[src/rtl/sort_mem_responder_if.sv]
// Read (AR/R) and write (AW/W/B) handshake bundle between the sort datapath
// and its memory-side responder.
interface sort_mem_responder_if #(
    parameter int ADDR_WDTH = 4,
    parameter int DATA_WDTH = 32,
    parameter int RESP_WDTH = 1
);
    logic [ADDR_WDTH-1:0] arr_size;

    logic                 ar_valid;
    logic                 ar_ready;
    logic [ADDR_WDTH-1:0] ar_address;

    logic                 r_valid;
    logic                 r_ready;
    logic [DATA_WDTH-1:0] r_data;
    logic [RESP_WDTH-1:0] r_resp;

    logic                 aw_valid;
    logic                 aw_ready;
    logic [ADDR_WDTH-1:0] aw_address;

    logic                 w_valid;
    logic                 w_ready;
    logic [DATA_WDTH-1:0] w_data;

    logic                 b_valid;
    logic                 b_ready;
    logic [RESP_WDTH-1:0] b_resp;

    modport master (
        output arr_size,
        output ar_valid, ar_address, input ar_ready,
        input  r_valid, r_data, r_resp, output r_ready,
        output aw_valid, aw_address, input aw_ready,
        output w_valid, w_data, input w_ready,
        input  b_valid, b_resp, output b_ready
    );

    modport slave (
        input  arr_size,
        input  ar_valid, ar_address, output ar_ready,
        output r_valid, r_data, r_resp, input r_ready,
        input  aw_valid, aw_address, output aw_ready,
        input  w_valid, w_data, output w_ready,
        output b_valid, b_resp, input b_ready
    );
endinterface

[src/rtl/sort_mem_responder.sv]
// Register-array memory serving one read and one write transaction concurrently;
// addresses at or above arr_size get an error response and never touch storage.
//   state     | meaning
//   R_IDLE    | ready for AR
//   R_RESP    | holding read data/resp until R handshake
//   W_IDLE    | ready for AW and W
//   W_HAVE_AW | address captured, waiting for W
//   W_HAVE_W  | data captured, waiting for AW
//   W_RESP    | holding write response until B handshake
module sort_mem_responder #(
    parameter int ADDR_WDTH = 4,
    parameter int DATA_WDTH = 32,
    parameter int RESP_WDTH = 1
) (
    input logic                 clk,
    input logic                 rst,
    sort_mem_responder_if.slave bus
);
    localparam int DEPTH = 1 << ADDR_WDTH;
    localparam logic [RESP_WDTH-1:0] RESP_OK  = '0;
    localparam logic [RESP_WDTH-1:0] RESP_ERR = RESP_WDTH'(1);

    typedef enum logic {R_IDLE, R_RESP} r_state_e;
    typedef enum logic [1:0] {W_IDLE, W_HAVE_AW, W_HAVE_W, W_RESP} w_state_e;

    r_state_e             r_state_q, r_state_d;
    logic [DATA_WDTH-1:0] r_data_q, r_data_d;
    logic [RESP_WDTH-1:0] r_resp_q, r_resp_d;

    w_state_e             w_state_q, w_state_d;
    logic [ADDR_WDTH-1:0] aw_addr_q, aw_addr_d;
    logic [DATA_WDTH-1:0] w_data_q, w_data_d;
    logic [RESP_WDTH-1:0] b_resp_q, b_resp_d;

    logic [DATA_WDTH-1:0] mem_q [DEPTH];

    logic                 ar_ready, r_valid, aw_ready, w_ready, b_valid;
    logic                 commit, mem_we;
    logic [ADDR_WDTH-1:0] commit_addr;
    logic [DATA_WDTH-1:0] commit_data;

    always_comb begin
        r_state_d = r_state_q;
        r_data_d  = r_data_q;
        r_resp_d  = r_resp_q;
        ar_ready  = 1'b0;
        r_valid   = 1'b0;
        case (r_state_q)
            R_IDLE: begin
                ar_ready = 1'b1;
                if (bus.ar_valid) begin
                    r_state_d = R_RESP;
                    if (bus.ar_address < bus.arr_size) begin
                        r_data_d = mem_q[bus.ar_address];
                        r_resp_d = RESP_OK;
                    end else begin
                        r_data_d = '0;
                        r_resp_d = RESP_ERR;
                    end
                end
            end
            R_RESP: begin
                r_valid = 1'b1;
                if (bus.r_ready) r_state_d = R_IDLE;
            end
            default: r_state_d = R_IDLE;
        endcase
    end

    always_comb begin
        w_state_d   = w_state_q;
        aw_addr_d   = aw_addr_q;
        w_data_d    = w_data_q;
        b_resp_d    = b_resp_q;
        aw_ready    = 1'b0;
        w_ready     = 1'b0;
        b_valid     = 1'b0;
        commit      = 1'b0;
        commit_addr = bus.aw_address;
        commit_data = bus.w_data;
        case (w_state_q)
            W_IDLE: begin
                aw_ready = 1'b1;
                w_ready  = 1'b1;
                if (bus.aw_valid && bus.w_valid) begin
                    commit = 1'b1;
                end else if (bus.aw_valid) begin
                    aw_addr_d = bus.aw_address;
                    w_state_d = W_HAVE_AW;
                end else if (bus.w_valid) begin
                    w_data_d  = bus.w_data;
                    w_state_d = W_HAVE_W;
                end
            end
            W_HAVE_AW: begin
                w_ready     = 1'b1;
                commit_addr = aw_addr_q;
                commit      = bus.w_valid;
            end
            W_HAVE_W: begin
                aw_ready    = 1'b1;
                commit_data = w_data_q;
                commit      = bus.aw_valid;
            end
            W_RESP: begin
                b_valid = 1'b1;
                if (bus.b_ready) w_state_d = W_IDLE;
            end
            default: w_state_d = W_IDLE;
        endcase
        // Range is judged against arr_size as it stands on the commit edge.
        mem_we = commit && (commit_addr < bus.arr_size);
        if (commit) begin
            w_state_d = W_RESP;
            b_resp_d  = mem_we ? RESP_OK : RESP_ERR;
        end
    end

    always_ff @(posedge clk or posedge rst) begin
        if (rst) begin
            r_state_q <= R_IDLE;
            r_data_q  <= '0;
            r_resp_q  <= '0;
            w_state_q <= W_IDLE;
            aw_addr_q <= '0;
            w_data_q  <= '0;
            b_resp_q  <= '0;
        end else begin
            r_state_q <= r_state_d;
            r_data_q  <= r_data_d;
            r_resp_q  <= r_resp_d;
            w_state_q <= w_state_d;
            aw_addr_q <= aw_addr_d;
            w_data_q  <= w_data_d;
            b_resp_q  <= b_resp_d;
        end
    end

    always_ff @(posedge clk or posedge rst) begin
        if (rst) begin
            for (int i = 0; i < DEPTH; i++) mem_q[i] <= '0;
        end else if (mem_we) begin
            mem_q[commit_addr] <= commit_data;
        end
    end

    assign bus.ar_ready = ar_ready;
    assign bus.r_valid  = r_valid;
    assign bus.r_data   = r_data_q;
    assign bus.r_resp   = r_resp_q;
    assign bus.aw_ready = aw_ready;
    assign bus.w_ready  = w_ready;
    assign bus.b_valid  = b_valid;
    assign bus.b_resp   = b_resp_q;
endmodule

[src/flat_wrapper.sv]
// flat-port wrapper written by rule: the top's interface ports become plain ports
module sort_mem_responder_flat 
#(
    parameter int ADDR_WDTH = 4,
    parameter int DATA_WDTH = 32,
    parameter int RESP_WDTH = 1
)
  (clk, rst, bus_arr_size, bus_ar_valid, bus_ar_address, bus_ar_ready, bus_r_valid, bus_r_data, bus_r_resp, bus_r_ready, bus_aw_valid, bus_aw_address, bus_aw_ready, bus_w_valid, bus_w_data, bus_w_ready, bus_b_valid, bus_b_resp, bus_b_ready);
  sort_mem_responder_if #(.ADDR_WDTH(ADDR_WDTH), .DATA_WDTH(DATA_WDTH), .RESP_WDTH(RESP_WDTH)) bus_i ();
  input logic clk;
  input logic rst;
  input wire logic [$bits(bus_i.arr_size)-1:0] bus_arr_size;
  input wire logic [$bits(bus_i.ar_valid)-1:0] bus_ar_valid;
  input wire logic [$bits(bus_i.ar_address)-1:0] bus_ar_address;
  output wire logic [$bits(bus_i.ar_ready)-1:0] bus_ar_ready;
  output wire logic [$bits(bus_i.r_valid)-1:0] bus_r_valid;
  output wire logic [$bits(bus_i.r_data)-1:0] bus_r_data;
  output wire logic [$bits(bus_i.r_resp)-1:0] bus_r_resp;
  input wire logic [$bits(bus_i.r_ready)-1:0] bus_r_ready;
  input wire logic [$bits(bus_i.aw_valid)-1:0] bus_aw_valid;
  input wire logic [$bits(bus_i.aw_address)-1:0] bus_aw_address;
  output wire logic [$bits(bus_i.aw_ready)-1:0] bus_aw_ready;
  input wire logic [$bits(bus_i.w_valid)-1:0] bus_w_valid;
  input wire logic [$bits(bus_i.w_data)-1:0] bus_w_data;
  output wire logic [$bits(bus_i.w_ready)-1:0] bus_w_ready;
  output wire logic [$bits(bus_i.b_valid)-1:0] bus_b_valid;
  output wire logic [$bits(bus_i.b_resp)-1:0] bus_b_resp;
  input wire logic [$bits(bus_i.b_ready)-1:0] bus_b_ready;
  assign bus_i.arr_size = bus_arr_size;
  assign bus_i.ar_valid = bus_ar_valid;
  assign bus_i.ar_address = bus_ar_address;
  assign bus_ar_ready = bus_i.ar_ready;
  assign bus_r_valid = bus_i.r_valid;
  assign bus_r_data = bus_i.r_data;
  assign bus_r_resp = bus_i.r_resp;
  assign bus_i.r_ready = bus_r_ready;
  assign bus_i.aw_valid = bus_aw_valid;
  assign bus_i.aw_address = bus_aw_address;
  assign bus_aw_ready = bus_i.aw_ready;
  assign bus_i.w_valid = bus_w_valid;
  assign bus_i.w_data = bus_w_data;
  assign bus_w_ready = bus_i.w_ready;
  assign bus_b_valid = bus_i.b_valid;
  assign bus_b_resp = bus_i.b_resp;
  assign bus_i.b_ready = bus_b_ready;
  sort_mem_responder #(.ADDR_WDTH(ADDR_WDTH), .DATA_WDTH(DATA_WDTH), .RESP_WDTH(RESP_WDTH)) u_core (.clk(clk), .rst(rst), .bus(bus_i));
endmodule
[config.mk]
export PLATFORM = sky130hd
export DESIGN_NAME = sort_mem_responder_flat
export DESIGN_NICKNAME = d
export VERILOG_FILES = /design/src/rtl/sort_mem_responder_if.sv /design/src/rtl/sort_mem_responder.sv /design/src/flat_wrapper.sv
export SDC_FILE = /design/constraint.sdc
export NUM_CORES = 1
export LEC_CHECK = 0
export BUFFER_PORTS_ARGS = -buffer_cell sky130_fd_sc_hd__buf_2
export CORE_MARGIN = 4
export CORE_UTILIZATION = 58
export CTS_BUF_LIST = sky130_fd_sc_hd__clkbuf_2 sky130_fd_sc_hd__clkbuf_4 sky130_fd_sc_hd__clkbuf_8
export CTS_CLUSTER_SIZE = 28
export DETAILED_ROUTE_END_ITERATION = 8
export HOLD_SLACK_MARGIN = 0.02
export PLACE_DENSITY = 0.78
export SETUP_SLACK_MARGIN = 0.4
export SLEW_MARGIN = 5
export SYNTH_ARGS = -nofsm -noshare
export SYNTH_HDL_FRONTEND = slang
export SYNTH_SLANG_ARGS = --single-unit
[constraint.sdc]
create_clock -name clk -period 16.5 [get_ports clk]
set_clock_uncertainty 0.2 [all_clocks]
set_input_delay 0 -clock clk [delete_from_list [all_inputs] [get_ports clk]]
set_output_delay 0 -clock clk [all_outputs]
set_load 0.03 [all_outputs]
==> results.json <==
{
  "outcome": "complete, no violations",
  "power_frac_clock_pct": 24.7,
  "max_freq_ghz": 0.197,
  "gr-total-overflow": 0,
  "ios": 90,
  "yosys-top-cells-area": "dfrtp_1 (54%), mux2_2 (19%), mux4_2 (11%)",
  "setup_viol": 0,
  "cts_buffer_depth": 3,
  "rsz0062_at_grt": "no",
  "start_util_pct": 59.2,
  "wire_per_inst_um": 23.8,
  "critPathArrivalTime_ps": 5420,
  "seq_power_share_pct": 45.1,
  "antenna_cells": 0,
  "powerDensity_mw_per_mm2": 165,
  "synth-edff-count": 0,
  "p_sw_mw": 1.50,
  "area_growth_pct": 13.9,
  "synth.yosys.seq_area_share_pct": 54.1,
  "fillerInstances": 3052,
  "syn-num-nets": 1725,
  "fin_crit_ps": 5080,
  "routed-via-count": 15342,
  "syn_area_sq_mm": 0.0271,
  "tightest_slew_ps": 1200,
  "clkLatencyLatePin_ps": 660,
  "grt_antenna_before_repair": 0,
  "drive_gt1_share_pct": 51.0,
  "cp_max_fo": 21,
  "drt-total-wl_um": 60100,
  "timing.final.ws_setup_ps": 11420,
  "slew_violations": 0,
  "grt_pass1_vias": 16721,
  "synth_largest_area_cell": "dfrtp_1",
  "comb_power_share_pct": 30.1,
  "root_buffer": "clkbuf_8",
  "cts_made_buffers": 95,
  "route.detailed.drc": 0,
  "vdd_drop_max_uv": 114,
  "dp_hpwl_um": 32400,
  "netlist_instances": 1664,
  "grt_pass1_wl_um": 96400,
  "path_clk_slew_ps": 60,
  "grt.total_usage_pct": 24.5,
  "setup_tns_ps": 0,
  "yosysTopAreaCellShare_pct": 54.1,
  "swShare_pct": 29.5,
  "leakagePower_nw": 14.8,
  "p_int_mw": 3.58,
  "ys_types": 45,
  "finalCritPeriodShare_pct": 30.8,
  "layout_commonest_cell": "dfrtp_1",
  "place.gp.congestion": 0.729,
  "die_x_um": 224,
  "die_h_um": 224,
  "core_sq_mm": 0.0458,
  "via_per_inst": 6.09,
  "worstSetupPathType": "reg2reg",
  "ys_seq_elements": 585,
  "post-cts-setup-buffers": 0,
  "io_buffers": 89,
  "ys_warn_count": 0,
  "grt_max_degree": 181,
  "cts_tree": "yes",
  "synth_ff_type": "dfrtp_1",
  "clock_sinks": 585,
  "critical_path_required_ps": 16830,
  "synthArstFlopShare_pct": 100,
  "htreeDepth": 3,
  "maxCapViolations": 0,
  "slew_headroom_pct": 20.3,
  "dr.pass1.iters": 5,
  "first_iter_violations": 931,
  "rows": 78,
  "cp-end-kind": "flop",
  "place_ws_ps": 11450,
  "nets": 1918,
  "final_cell_mix": "dfrtp_1 (585), mux2_2 (460), mux4_2 (128)",
  "start_kind": "flop",
  "dieArea_sq_mm": 0.0502,
  "postRouteAntennaNets": 0,
  "min_path_type": "in2reg",
  "finalHoldViolCount": 0,
  "avgSynthCellArea_sq_um": 16.3
}
[cell families (layout without fill, tap and decap cells)]
group	after synthesis	in the layout	synth area share, %
buffers and inverters	158	414	3.32
muxes	775	775	38.5
and+or+nand+nor	80	80	1.92
DFF	585	585	54.1
adders and majority gates	10	10	0.462
xor gates and xnor gates	1	1	0.0324
AOI/OAI and AO/OA	55	55	1.69
[sequential cells by signal, indices dropped and copies added (netlist names)]
name,cells
u_core.aw_addr_q,4
u_core.bus.b_resp,1
u_core.bus.r_data,32
u_core.bus.r_resp,1
u_core.mem_q,512
u_core.r_state_q,1
u_core.w_data_q,32
u_core.w_state_q,2
[layer usage]
metal	share of wire (%)	track usage (%)	wire length [um]	vias to the layer above
li1	-	-	-	6598
met1	44	34.6	26500	8287
met2	50	40.2	29800	350
met3	4.4	4.35	2630	107
met4	2.0	6.26	1230	0
met5	0	0	0	-
[cell usage after synthesis (2+ instances only)]
cell type,number
mux4_2,128
mux2_1,30
nor3b_1,2
or2_2,2
nand3b_1,2
buf_2,17
buf_1,9
o221ai_1,32
clkbuf_1,62
buf_4,29
and2_1,2
ha_1,10
mux2i_1,66
inv_1,15
nand2b_1,4
mux2_2,460
buf_6,23
nand2_1,38
a22oi_1,2
dfrtp_1,585
a31oi_1,5
mux2_4,91
o21ai_0,4
clkbuf_2,3
nor2_1,10
or4_1,7
nor4_4,8
[through the flow]
step	instances	util, %	power (mW)	hold slack, ps	instance area [sq um]
floorplan	1664	-	3.40	-104	27100
global placement	2236	60.5	3.64	-17.5	27700
detailed placement	2236	60.5	3.74	-5.61	27700
CTS	2520	67.4	5.11	162	30800
global route	2520	67.4	5.37	221	30800
finish	2520	67.4	5.08	207	30800
[layout make-up]
class | count | area, sq um | share of cell area (%)
inverter | 15 | 60.1 | 0.195
clock inverter | 6 | 38.8 | 0.126
clock buffer | 154 | 1870 | 6.06
multi-input combinational | 921 | 11600 | 37.5
timing repair buffer | 239 | 1920 | 6.23
tap | 600 | 751 | 2.43
sequential | 585 | 14600 | 47.5
[critical path: stages (launching register included)]
cell and delay [ps]:
dfrtp_1 420, inv_1 130, ha_1 630, o21ai_0 210
ha_1 320, nor2b_1 270, mux2i_1 170, a311oi_4 940
or4_2 790, buf_4 490, mux2_2 380
[path summary, 6_finish.rpt]
path	startpoint	slack, ps	depth (start not counted)	end
min in group asynchronous	rst	550	5	u_core.mem_q[372]
setup / recovery	u_core.w_state_q[1]	11420	10	u_core.mem_q[126]
max in group asynchronous	rst	12280	8	u_core.mem_q[198]
hold reg to reg	u_core.mem_q[266]	280	1	u_core.mem_q[266]
hold / removal	bus_ar_address[0]	210	4	u_core.bus.r_data[2]
setup reg to reg	u_core.w_state_q[1]	11420	10	u_core.mem_q[126]
[timing repair]
item | in CTS | in global routing
gates resized for setup | 0 | 0
endpoints found under the hold margin | 756 | 0
hold buffers | 124 | 0
[power by group through the flow]
| stage | sequential (mW) | clock, mW | combinational [mW] |
|---|---|---|---|
| after global routing | 2.35 | 1.36 | 1.66 |
| after floorplan | 2.26 | 0 | 1.14 |
| final | 2.29 | 1.26 | 1.53 |
| after detailed placement | 2.30 | 0 | 1.44 |
| after global placement | 2.26 | 0 | 1.38 |
| after CTS | 2.28 | 1.29 | 1.54 |
Note: power is estimated with default switching activity, not from simulation.
